### src/rtl/pwm_capture.sv
// PWM high-time / period capture with a valid/ready result handshake and a no-edge timeout.
// Optional macro PWM_CAPTURE_SYNC_EN selects a two-flop input synchronizer instead of one flop.
module pwm_capture #(
    parameter int unsigned CNT_W      = 16,
    parameter int unsigned MAX_PERIOD = 1023
) (
    input  logic             clk,
    input  logic             rst,
    input  logic             pwm_in,
    output logic             meas_valid,
    input  logic             meas_ready,
    output logic [CNT_W-1:0] high_cnt,
    output logic [CNT_W-1:0] period_cnt,
    output logic             overrun,
    output logic             timeout
);

    localparam logic [CNT_W-1:0] MaxCnt = CNT_W'(MAX_PERIOD);
    localparam logic [CNT_W-1:0] One    = CNT_W'(1);

    typedef enum logic [1:0] {StIdle, StHigh, StLow} state_e;

    logic s;
    logic p_q;

    // Input stage flops reset to 1 so a high input at reset release is not seen as a rise.
`ifdef PWM_CAPTURE_SYNC_EN
    logic [1:0] sync_q;
    always_ff @(posedge clk) begin
        if (!rst) begin
            sync_q <= 2'b11;
        end else begin
            sync_q <= {sync_q[0], pwm_in};
        end
    end
    assign s = sync_q[1];
`else
    logic sync_q;
    always_ff @(posedge clk) begin
        if (!rst) begin
            sync_q <= 1'b1;
        end else begin
            sync_q <= pwm_in;
        end
    end
    assign s = sync_q;
`endif

    always_ff @(posedge clk) begin
        if (!rst) begin
            p_q <= 1'b1;
        end else begin
            p_q <= s;
        end
    end

    logic rise;
    logic fall;
    assign rise = s & ~p_q;
    assign fall = ~s & p_q;

    state_e           state_q, state_d;
    logic [CNT_W-1:0] h_acc_q, h_acc_d;
    logic [CNT_W-1:0] p_acc_q, p_acc_d;
    logic             timeout_q, timeout_d;
    logic             complete;

    always_comb begin
        state_d   = state_q;
        h_acc_d   = h_acc_q;
        p_acc_d   = p_acc_q;
        timeout_d = 1'b0;
        complete  = 1'b0;
        unique case (state_q)
            StIdle: begin
                if (rise) begin
                    state_d = StHigh;
                    h_acc_d = One;
                    p_acc_d = One;
                end
            end
            StHigh: begin
                if (p_acc_q >= MaxCnt) begin
                    state_d   = StIdle;
                    h_acc_d   = '0;
                    p_acc_d   = '0;
                    timeout_d = 1'b1;
                end else if (fall) begin
                    state_d = StLow;
                    p_acc_d = p_acc_q + One;
                end else if (s) begin
                    h_acc_d = h_acc_q + One;
                    p_acc_d = p_acc_q + One;
                end
            end
            StLow: begin
                if (p_acc_q >= MaxCnt) begin
                    state_d   = StIdle;
                    h_acc_d   = '0;
                    p_acc_d   = '0;
                    timeout_d = 1'b1;
                end else if (rise) begin
                    complete = 1'b1;
                    state_d  = StHigh;
                    h_acc_d  = One;
                    p_acc_d  = One;
                end else begin
                    p_acc_d = p_acc_q + One;
                end
            end
            default: begin
                state_d = StIdle;
                h_acc_d = '0;
                p_acc_d = '0;
            end
        endcase
    end

    always_ff @(posedge clk) begin
        if (!rst) begin
            state_q   <= StIdle;
            h_acc_q   <= '0;
            p_acc_q   <= '0;
            timeout_q <= 1'b0;
        end else begin
            state_q   <= state_d;
            h_acc_q   <= h_acc_d;
            p_acc_q   <= p_acc_d;
            timeout_q <= timeout_d;
        end
    end

    logic             valid_q, valid_d;
    logic [CNT_W-1:0] high_q, high_d;
    logic [CNT_W-1:0] period_q, period_d;
    logic             overrun_q, overrun_d;

    // A completion may load whenever the slot is empty or is being drained this cycle.
    always_comb begin
        valid_d   = valid_q;
        high_d    = high_q;
        period_d  = period_q;
        overrun_d = overrun_q;
        if (complete) begin
            if (!valid_q || meas_ready) begin
                valid_d  = 1'b1;
                high_d   = h_acc_q;
                period_d = p_acc_q;
            end else begin
                overrun_d = 1'b1;
            end
        end else if (valid_q && meas_ready) begin
            valid_d = 1'b0;
        end
    end

    always_ff @(posedge clk) begin
        if (!rst) begin
            valid_q   <= 1'b0;
            high_q    <= '0;
            period_q  <= '0;
            overrun_q <= 1'b0;
        end else begin
            valid_q   <= valid_d;
            high_q    <= high_d;
            period_q  <= period_d;
            overrun_q <= overrun_d;
        end
    end

    assign meas_valid = valid_q;
    assign high_cnt   = high_q;
    assign period_cnt = period_q;
    assign overrun    = overrun_q;
    assign timeout    = timeout_q;

endmodule

### config.mk
export PLATFORM = sky130hd
export DESIGN_NAME = pwm_capture
export DESIGN_NICKNAME = d
export VERILOG_FILES = /design/src/rtl/pwm_capture.sv
export SDC_FILE = /design/constraint.sdc
export NUM_CORES = 1
export LEC_CHECK = 0
export BUFFER_PORTS_ARGS = -buffer_cell sky130_fd_sc_hd__buf_2
export CAP_MARGIN = 20
export CORE_ASPECT_RATIO = 1.1
export CORE_MARGIN = 10
export CORE_UTILIZATION = 43
export CTS_BUF_LIST = sky130_fd_sc_hd__clkbuf_2
export CTS_CLUSTER_DIAMETER = 50
export CTS_CLUSTER_SIZE = 10
export DETAILED_ROUTE_END_ITERATION = 12
export PLACE_DENSITY = 0.73
export SLEW_MARGIN = 20
export SYNTH_ARGS = -nofsm -noshare
export SYNTH_HDL_FRONTEND = slang
export SYNTH_SLANG_ARGS = --single-unit
### constraint.sdc
create_clock -name clk -period 2.9 [get_ports clk]
set_input_delay 0.29 -clock clk [delete_from_list [all_inputs] [get_ports clk]]
set_output_delay 0.29 -clock clk [all_outputs]
set_load 0.03 [all_outputs]
==> results of run 1 <==
## sequential cells by signal (all words and copies together), names as in the netlist, 2 cells and up
signal / count
high_cnt: 16
p_acc_q: 16
h_acc_q: 16
state_q: 2
period_cnt: 16
## cells by family (layout without fill, tap and decap cells)
| kind of cell | count (synthesis) | in the layout | synth area share |
|---|---|---|---|
| fa+ha+maj | 6 | 6 | 0.0227 |
| mux | 1 | 1 | 0.00302 |
| buf+inv | 34 | 69 | 0.0506 |
| xor+xnor | 1 | 1 | 0.00265 |
| compound gates | 107 | 107 | 0.215 |
| flops | 71 | 71 | 0.429 |
| simple gates | 172 | 172 | 0.277 |
## area by class of cell
class,instances,area (µm²)
multi-input combinational,287,1720
fill,699,3830
inverter,12,45.0
timing repair buffer,42,223
sequential,71,1420
clock buffer,10,50.0
tap,105,131
clock inverter,5,50.0
## per-stage QoR
| stage | std cells | utilization |
|---|---|---|
| detailed placement | 516 | 0.473 |
| CTS | 532 | 0.487 |
| floorplan | 392 | - |
| finish | 532 | 0.487 |
| global route | 532 | 0.487 |
| global placement | 516 | 0.473 |
## metal layers
layer | track usage | share of wire
met4 | 0.0659 | 0.026
met1 | 0.172 | 0.46
met3 | 0.0326 | 0.079
met2 | 0.201 | 0.44
met5 | 0 | 0
## how the worst max path moves through the flow
stage / startpoint / endpoint / slack, ps / cells past startpoint
floorplan: p_acc_q[0]$_SDFFE_PN0P_ / h_acc_q[5]$_SDFFE_PN0P_ / 820 / 8
global placement: p_acc_q[0]$_SDFFE_PN0P_ / p_acc_q[13]$_SDFFE_PN0P_ / 620 / 6
detailed placement: s$_SDFF_PN1_ / p_acc_q[13]$_SDFFE_PN0P_ / 530 / 5
CTS: s$_SDFF_PN1_ / p_acc_q[13]$_SDFFE_PN0P_ / 510 / 5
global route: s$_SDFF_PN1_ / p_acc_q[13]$_SDFFE_PN0P_ / 320 / 5
finish: s$_SDFF_PN1_ / p_acc_q[13]$_SDFFE_PN0P_ / 460 / 5
## power groups by stage
stage | sequential, mW | clock (mW) | combinational (mW)
CTS | 0.993 | 0.540 | 0.0965
finish | 0.993 | 0.526 | 0.0984
floorplan | 1.01 | 0 | 0.0812
detailed placement | 1.01 | 0 | 0.0950
global route | 0.996 | 0.580 | 0.109
global placement | 1.01 | 0 | 0.0932
## cell usage in the layout (no fill, tap or decap), types with 5 or more instances in the layout
cell type | netlist | routed
buf_2 | 8 | 38
and3_1 | 14 | 14
nand2_1 | 68 | 68
o21ai_0 | 11 | 11
nand4_1 | 6 | 6
nand3_1 | 20 | 20
or4_1 | 5 | 5
inv_1 | 11 | 11
a21oi_1 | 49 | 49
ha_1 | 6 | 6
nor2_1 | 20 | 20
clkbuf_2 | 0 | 10
a31oi_1 | 6 | 6
dfxtp_1 | 71 | 71
o31ai_1 | 8 | 8
nor3_1 | 8 | 8
## worst register-to-register path, stage by stage (launching register included)
cell and delay, ps:
dfxtp_1 770, nand2b_1 350, nand2_1 290, o21ai_2 260, or4_1 570, a21oi_1 150
## synth_stat cells, types with 4 or more instances
cell,count
a21oi_1,49
a31oi_1,6
a41oi_1,4
and3_1,14
buf_2,8
buf_6,4
clkbuf_1,10
dfxtp_1,71
ha_1,6
inv_1,11
nand2_1,68
nand2b_1,4
nand3_1,20
nand4_1,6
nor2_1,20
nor3_1,8
o21ai_0,11
o22ai_1,4
o31ai_1,8
or3_1,4
or4_1,5
==> flow_metrics.env, run 1 <==
export IMPL_clk_pin_slew_ps=180
export IMPL_async_flop_share=0
export IMPL_drive_above_1_share=0.169
export IMPL_peakVddDrop_v=0.000169
export IMPL_ys_ff_latch=71
export IMPL_grt_pass1_wl_um=13500
export IMPL_synth_warnings=0
export IMPL_seq_power_share=0.614
export IMPL_via_count=3057
export IMPL_place_ws_ps=533
export IMPL_synth_seq_area_share=0.429
export IMPL_powerDensity_nw_per_um2=444
export IMPL_synthFlopType="dfxtp_1"
export IMPL_cts_hold_fix_buffers=1
export IMPL_core_area_um2=7470
export IMPL_slowest_stage="dfxtp_1"
export IMPL_synth_edff_count=0
export IMPL_worst_clock_skew_ps=15.9
export IMPL_clock_power_share=0.325
export IMPL_holdCritStartpoint="meas_ready"
export IMPL_cts_buffer_depth=2
export IMPL_clockRootBuffer="clkbuf_2"
export IMPL_std_cell_rows=33
export IMPL_placed_area_um2=3530
export IMPL_crit_buf_inv=0
export IMPL_net_switching_power_uw=414
export IMPL_grt_overflow=0
export IMPL_die_x_um=104
export IMPL_cellLeakagePower_nw=1.43
export IMPL_slew_headroom=0.519
export IMPL_rsz0062_at_grt="false"
export IMPL_fin_crit_sh=0.841
export IMPL_synth_top_area_frac=0.429
export IMPL_critical_path_class="register to register"
export IMPL_final_cell_area_um2=3640
export IMPL_cts_buffers=9
export IMPL_avgRoutedWirePerCell_um=14.6
export IMPL_status="finished clean"
export IMPL_initial_utilization=0.443
export IMPL_min_period_ps=2440
export IMPL_wirelength_um=7770
export IMPL_total_power_mw=1.62
export IMPL_arrival_ps=2890
export IMPL_dp_hpwl_um=5400
export IMPL_reg2reg_to="p_acc_q[13]$_SDFFE_PN0P_"
export IMPL_cp_max_fo=22
export IMPL_worstHoldPathType="primary input to register"
export IMPL_r2r_slack_ps=460
export IMPL_track_usage=0.133
export IMPL_swShare=0.256
export IMPL_slew_viol_final=0
export IMPL_cp_cell_sequence="nand2b_1, nand2_1, o21ai_2, or4_1, a21oi_1"
export IMPL_cts_tree="done"
export IMPL_internal_power_mw=1.20
export IMPL_max_freq_ghz=0.410
export IMPL_syn_instance_count=392
export IMPL_numPortBuffers=38
export IMPL_tns_ps=0
export IMPL_worst_slack_ps=461
export IMPL_die_h_um=112
export IMPL_worst_setup_path_end_kind="register"
export IMPL_worstMarginPinSlew_ps=721
export IMPL_insertion_delay_ps=510
export IMPL_whs_endpoint="meas_valid$_SDFFE_PN0P_"
export IMPL_grt_max_degree=37
export IMPL_synth_area_leaders="dfxtp_1 (43%), nand2_1 (7.7%), a21oi_1 (7.4%), nand3_1 (3.0%), and3_1 (2.6%)"
export IMPL_htree_levels=3
export IMPL_syn_area_um2=3310
export IMPL_yosysTopAreaCell="dfxtp_1"
export IMPL_start_kind="register"
export IMPL_routabilityCongestion=0.854
export IMPL_r2r_start="s$_SDFF_PN1_"
export IMPL_dieArea_um2=11600
export IMPL_crit_family="simple AND/OR/NAND/NOR gates"
export IMPL_antenna_found_initial=0
export IMPL_whs_path_depth=4
export IMPL_dr_pass1_iters=6
export IMPL_fin_nets=433
export IMPL_setup_viol=0
export IMPL_areaGrowthSynthToFinish_pct=10.0
export IMPL_drc_errors=0
export IMPL_clock_sinks=71
export IMPL_grt_pass1_vias=2855
export IMPL_hold_viol_final=0
export IMPL_cpPeakStageDelay_ps=770
export IMPL_worstPathRequired_ps=3350
export IMPL_post_cts_resized=0
export IMPL_ant_nets=0
export IMPL_antennaDiodeCount=0
export IMPL_drv_cap=0
export IMPL_synthDistinctLibCells=56
export IMPL_reg2reg_depth=5
export IMPL_post_cts_buffers=0
export IMPL_avgViaCountPerCell=5.75
export IMPL_p_comb_frac=0.061
export IMPL_hold_worst_slack_ps=109
export IMPL_num_io_pins=39
export IMPL_avgSynthCellArea_um2=8.45
export IMPL_drtIter0Drc=386
export IMPL_mappedNetlistNets=402
No activity file was read; power rests on OpenSTA's default activity.
==> run 2: changes to the inputs <==
==> constraint.sdc (replaced) <==
create_clock -name clk -period 2.4 [get_ports clk]
set_input_delay 0.24 -clock clk [delete_from_list [all_inputs] [get_ports clk]]
set_output_delay 0.24 -clock clk [all_outputs]
set_load 0.03 [all_outputs]
==> run 2 against run 1 <==
Against the previous run:
- final cell count is 1.9% higher
- wire length is 1.1% higher
- utilization is 1.5 points higher
- register-to-register slack worse by 290 ps
- sequential share of layout area is 1.1 points lower
- global-route usage is 0.22 points higher
- sequential power is 21% higher
- non-clock buffer count is 9 higher
- count of clock-buffer cells in the layout stayed put
- combinational power is 33% higher
- critical path type unchanged
- largest cell class unchanged
- largest power group unchanged
==> flow_metrics.env, run 2 (same netlist as run 1, synthesis figures left out) <==
export IMPL_grt_pass1_wl_um=13700
export IMPL_final_cells=542
export IMPL_dpl_cell_count=524
export IMPL_nFillCells=700
export IMPL_areaGrowthSynthToFinish_pct=13.3
export IMPL_layout_commonest_cell="dfxtp_1"
export IMPL_num_io_pins=39
export IMPL_insertion_delay_ps=520
export IMPL_track_usage=0.135
export IMPL_r2r_start="p_acc_q[0]$_SDFFE_PN0P_"
export IMPL_cpPeakStageDelay_ps=520
export IMPL_crit_buf_inv=0
export IMPL_routabilityCongestion=0.857
export IMPL_r2r_slack_ps=170
export IMPL_reg2reg_to="h_acc_q[15]$_SDFFE_PN0P_"
export IMPL_wirelength_um=7850
export IMPL_place_ws_ps=190
export IMPL_total_power_mw=2.03
export IMPL_max_freq_ghz=0.449
export IMPL_fin_util=0.502
export IMPL_numPortBuffers=38
export IMPL_drive_above_1_share=0.190
export IMPL_regArea_um2=1420
export IMPL_cp_max_fo=10
export IMPL_antennaDiodeCount=0
export IMPL_post_cts_buffers=0
export IMPL_status="finished clean"
export IMPL_std_cell_rows=33
export IMPL_slew_headroom=0.678
export IMPL_htree_levels=3
export IMPL_dr_pass1_iters=5
export IMPL_clock_power_share=0.345
export IMPL_via_count=3058
export IMPL_whs_endpoint="s$_SDFF_PN1_"
export IMPL_reg2reg_depth=6
export IMPL_crit_family="compound AO/OA/AOI/OAI gates"
export IMPL_swShare=0.270
export IMPL_avgViaCountPerCell=5.64
export IMPL_grt_max_degree=34
export IMPL_worst_setup_path_end_kind="register"
export IMPL_seq_power_share=0.591
export IMPL_internal_power_mw=1.48
export IMPL_net_switching_power_uw=547
export IMPL_drtIter0Drc=250
export IMPL_cellLeakagePower_nw=1.48
export IMPL_fin_nets=442
export IMPL_cts_buffers=9
export IMPL_die_x_um=104
export IMPL_initial_utilization=0.443
export IMPL_clk_pin_slew_ps=200
export IMPL_grt_pass1_vias=2905
export IMPL_avgRoutedWirePerCell_um=14.5
export IMPL_clock_sinks=71
export IMPL_setup_viol=0
export IMPL_hold_viol_final=0
export IMPL_cts_buffer_depth=2
export IMPL_dp_hpwl_um=5510
export IMPL_slowest_stage="o311a_1"
export IMPL_fin_crit_sh=0.928
export IMPL_core_area_um2=7470
export IMPL_die_h_um=112
export IMPL_worstHoldPathType="primary input to register"
export IMPL_ant_nets=0
export IMPL_worstPathRequired_ps=2850
export IMPL_whs_path_depth=2
export IMPL_use_met2=0.206
export IMPL_peakVddDrop_v=0.000190
export IMPL_holdCritStartpoint="rst"
export IMPL_dieArea_um2=11600
export IMPL_drv_cap=0
export IMPL_worstMarginPinSlew_ps=482
export IMPL_drc_errors=0
export IMPL_final_cell_mix="dfxtp_1 (71), nand2_1 (68), a21oi_1 (49), buf_2 (38)"
export IMPL_cts_tree="done"
export IMPL_grt_use_met3=0.0252
export IMPL_arrival_ps=2670
export IMPL_grt_overflow=0
export IMPL_worst_clock_skew_ps=14.6
export IMPL_cp_cell_sequence="ha_1, nand4_4, o311a_1, a31oi_4, o21ai_0, a32o_1"
export IMPL_min_period_ps=2230
export IMPL_rsz0062_at_grt="false"
export IMPL_p_comb_frac=0.064
export IMPL_worst_slack_ps=172
export IMPL_start_kind="register"
export IMPL_clockRootBuffer="clkbuf_2"
export IMPL_multi_input_area_um2=1730
export IMPL_grtUsageMet1=0.175
export IMPL_slew_viol_final=0
export IMPL_critical_path_class="register to register"
export IMPL_gr_max_usage_layer="met2"
export IMPL_tns_ps=0
export IMPL_antenna_found_initial=0
export IMPL_powerDensity_nw_per_um2=540
==> run 2: timing repair <==
item / 4_1_cts / 5_1_grt
gates resized for setup: 0 / 1
hold buffers: 2 / 0
hold endpoints to repair: 2 / 0
setup endpoints to repair: 0 / 12
==> run 2: layout make-up <==
cell class,count,area share
sequential,71,0.379
clock buffer,10,0.0133
multi-input combinational,287,0.461
timing repair buffer,51,0.0814
tap,105,0.0350
inverter,12,0.0120
clock inverter,6,0.0187
==> run 2: worst max-delay path by stage <==
stage	startpoint	endpoint	slack (ps)	cells after the start
after floorplan	p_acc_q[0]$_SDFFE_PN0P_	h_acc_q[5]$_SDFFE_PN0P_	320	8
after global placement	p_acc_q[0]$_SDFFE_PN0P_	h_acc_q[15]$_SDFFE_PN0P_	270	6
after detailed placement	p_acc_q[0]$_SDFFE_PN0P_	h_acc_q[5]$_SDFFE_PN0P_	190	6
after CTS	p_acc_q[0]$_SDFFE_PN0P_	h_acc_q[15]$_SDFFE_PN0P_	170	6
after global routing	p_acc_q[0]$_SDFFE_PN0P_	h_acc_q[15]$_SDFFE_PN0P_	9	6
final	p_acc_q[0]$_SDFFE_PN0P_	h_acc_q[15]$_SDFFE_PN0P_	170	6
==> run 2: power by group through the flow <==
stage	registers, mW	logic (mW)	clock network, mW
after floorplan	1.22	0.0981	0
after global placement	1.22	0.123	0
after detailed placement	1.22	0.125	0
after CTS	1.20	0.128	0.721
after global routing	1.20	0.146	0.769
final	1.20	0.131	0.698
==> run 2: per-layer routing <==
metal / up-vias / routed length (µm) / share of wire
met5: - / 0 / 0
met4: 0 / 167 / 0.021
met3: 13 / 462 / 0.059
met2: 99 / 3440 / 0.44
met1: 1439 / 3790 / 0.48
li1: 1507 / - / -
==> run 2: worst reg2reg max path, stage by stage, from the launching register on <==
cell and delay, ps:
dfxtp_1 450, ha_1 290, nand4_4 190, o311a_1 520
a31oi_4 320, o21ai_0 140, a32o_1 270
==> run 2: metrics by stage <==
stage          hold slack [ps]  instance area [µm²]
2_1_floorplan              341                 3310
3_3_place_gp               431                 3600
3_5_place_dp               428                 3600
4_1_cts                   74.8                 3740
5_1_grt                   99.8                 3750
6_report                  98.1                 3750
==> run 3: changes to the inputs <==
--- a/config.mk
+++ b/config.mk
@@ -10,11 +10,11 @@
 export CORE_ASPECT_RATIO = 1.1
 export CORE_MARGIN = 10
 export CORE_UTILIZATION = 43
-export CTS_BUF_LIST = sky130_fd_sc_hd__clkbuf_2
 export CTS_CLUSTER_DIAMETER = 50
 export CTS_CLUSTER_SIZE = 10
 export DETAILED_ROUTE_END_ITERATION = 12
 export PLACE_DENSITY = 0.73
+export SKIP_LAST_GASP = 1
 export SLEW_MARGIN = 20
 export SYNTH_ARGS = -nofsm -noshare
 export SYNTH_HDL_FRONTEND = slang
==> run 3 against run 2 <==
Against the previous run:
- first-iteration DRC count up 10%
- global-route usage up 0.20 points
- power up 12%
- final cell count down 0.37%
- utilization up 0.77 points
- count of clock-buffer cells in the layout unchanged
- critical path depth unchanged
- via count down 0.29%
- register-to-register slack about the same
- largest power group unchanged
==> flow_metrics.env, run 3 (same netlist as run 1, synthesis figures left out) <==
export IMPL_layout_commonest_cell="dfxtp_1"
export IMPL_insertion_delay_ps=350
export IMPL_hold_worst_slack_ps=68.0
export IMPL_r2r_slack_ps=160
export IMPL_track_usage=0.137
export IMPL_arrival_ps=2480
export IMPL_grt_pass1_wl_um=13800
export IMPL_avgRoutedWirePerCell_um=14.5
export IMPL_htree_levels=3
export IMPL_gr_max_usage_layer="met2"
export IMPL_max_freq_ghz=0.447
export IMPL_worstHoldPathType="primary input to register"
export IMPL_initial_utilization=0.443
export IMPL_min_period_ps=2240
export IMPL_swShare=0.249
export IMPL_worst_clock_skew_ps=7.31
export IMPL_antennaDiodeCount=0
export IMPL_cts_buffers=9
export IMPL_reg2reg_to="h_acc_q[15]$_SDFFE_PN0P_"
export IMPL_peakVddDrop_v=0.000240
export IMPL_clockRootBuffer="clkbuf_8"
export IMPL_areaGrowthSynthToFinish_pct=15.1
export IMPL_grt_overflow=0
export IMPL_via_count=3049
export IMPL_dp_hpwl_um=5510
export IMPL_drive_above_1_share=0.189
export IMPL_dr_pass1_iters=5
export IMPL_cp_max_fo=10
export IMPL_cts_tree="done"
export IMPL_drv_cap=0
export IMPL_worstPathRequired_ps=2640
export IMPL_status="finished clean"
export IMPL_std_cell_rows=33
export IMPL_seq_power_share=0.524
export IMPL_antenna_found_initial=0
export IMPL_worst_setup_path_end_kind="register"
export IMPL_ant_nets=0
export IMPL_internal_power_mw=1.71
export IMPL_clock_power_share=0.420
export IMPL_hold_viol_final=0
export IMPL_grt_max_degree=34
export IMPL_die_x_um=104
export IMPL_grtUsageMet1=0.175
export IMPL_whs_path_depth=2
export IMPL_fin_crit_sh=0.933
export IMPL_core_area_um2=7470
export IMPL_drtIter0Drc=276
export IMPL_fin_nets=440
export IMPL_clock_sinks=71
export IMPL_critical_path_class="register to register"
export IMPL_reg2reg_depth=6
export IMPL_grt_use_met3=0.0400
export IMPL_dieArea_um2=11600
export IMPL_rsz0062_at_grt="false"
export IMPL_r2r_start="p_acc_q[0]$_SDFFE_PN0P_"
export IMPL_wirelength_um=7850
export IMPL_powerDensity_nw_per_um2=597
export IMPL_cts_hold_fix_buffers=0
export IMPL_routabilityCongestion=0.857
export IMPL_drc_errors=0
export IMPL_whs_endpoint="s$_SDFF_PN1_"
export IMPL_setup_viol=0
export IMPL_dpl_cell_count=524
export IMPL_die_h_um=112
export IMPL_cellLeakagePower_nw=1.50
export IMPL_avgViaCountPerCell=5.65
export IMPL_start_kind="register"
export IMPL_clk_pin_slew_ps=70
export IMPL_tns_ps=0
export IMPL_post_cts_buffers=0
export IMPL_num_io_pins=39
export IMPL_grt_pass1_vias=2927
export IMPL_placed_area_um2=3600
export IMPL_final_cell_area_um2=3810
export IMPL_fin_util=0.510
export IMPL_cts_buffer_depth=2
export IMPL_slew_headroom=0.679
export IMPL_net_switching_power_uw=567
export IMPL_numPortBuffers=38
export IMPL_final_cell_mix="dfxtp_1 (71), nand2_1 (68), a21oi_1 (49), buf_2 (38)"
export IMPL_use_met2=0.207
export IMPL_p_comb_frac=0.056
export IMPL_final_cells=540
export IMPL_slew_viol_final=0
export IMPL_worstMarginPinSlew_ps=479
export IMPL_holdCritStartpoint="pwm_in"
[run 3: changes by cell type in the layout (fill, tap and decap cells not counted), sizes merged]
cell	previous run	this run
dlygate4sd3	2	0
[run 3: final cells by class]
type	instances	area, µm²
Fill cell	687	3660
Multi-Input combinational cell	287	1730
Sequential cell	71	1420
Timing Repair Buffer	49	285
Clock inverter	6	70.1
Clock buffer	10	128
Inverter	12	45.0
Tap cell	105	131
[run 3: timing repair]
item | CTS | global route
endpoints found under the setup margin | 0 | 2
endpoints found under the hold margin | 0 | 0
gates resized for setup | 0 | 1
[run 3: routing by layer]
layer  up-vias  part of all wire
met5         -                 0
met4         0             0.014
met3         8             0.062
met2        95              0.45
met1      1442              0.48
li1       1504                 -
[run 3: metrics by stage]
stage	worst slack (ps)	power [mW]
2_1_floorplan	318	1.32
3_3_place_gp	268	1.34
3_5_place_dp	190	1.35
4_1_cts	179	2.29
5_1_grt	9.13	2.37
6_report	162	2.28
[run 3: critical path: stages (launching register included)]
cell and delay [ps]:
dfxtp_1 420, ha_1 290, nand4_4 190, o311a_1 520, a31oi_4 320, o21ai_0 130, a32o_1 260
[run 3: how the worst max path moves through the flow]
stage	startpoint	end	cells after the start
2_1_floorplan	p_acc_q[0]$_SDFFE_PN0P_	h_acc_q[5]$_SDFFE_PN0P_	8
3_3_place_gp	p_acc_q[0]$_SDFFE_PN0P_	h_acc_q[15]$_SDFFE_PN0P_	6
3_5_place_dp	p_acc_q[0]$_SDFFE_PN0P_	h_acc_q[5]$_SDFFE_PN0P_	6
4_1_cts	p_acc_q[0]$_SDFFE_PN0P_	h_acc_q[15]$_SDFFE_PN0P_	6
5_1_grt	p_acc_q[0]$_SDFFE_PN0P_	h_acc_q[15]$_SDFFE_PN0P_	6
6_report	p_acc_q[0]$_SDFFE_PN0P_	h_acc_q[15]$_SDFFE_PN0P_	6
[run 3: power groups by stage]
| stage | combinational (mW) | sequential, mW | clock, mW |
|---|---|---|---|
| after detailed placement | 0.125 | 1.22 | 0 |
| after CTS | 0.125 | 1.19 | 0.975 |
| after global placement | 0.123 | 1.22 | 0 |
| final | 0.127 | 1.19 | 0.955 |
| after floorplan | 0.0981 | 1.22 | 0 |
| after global routing | 0.143 | 1.19 | 1.03 |
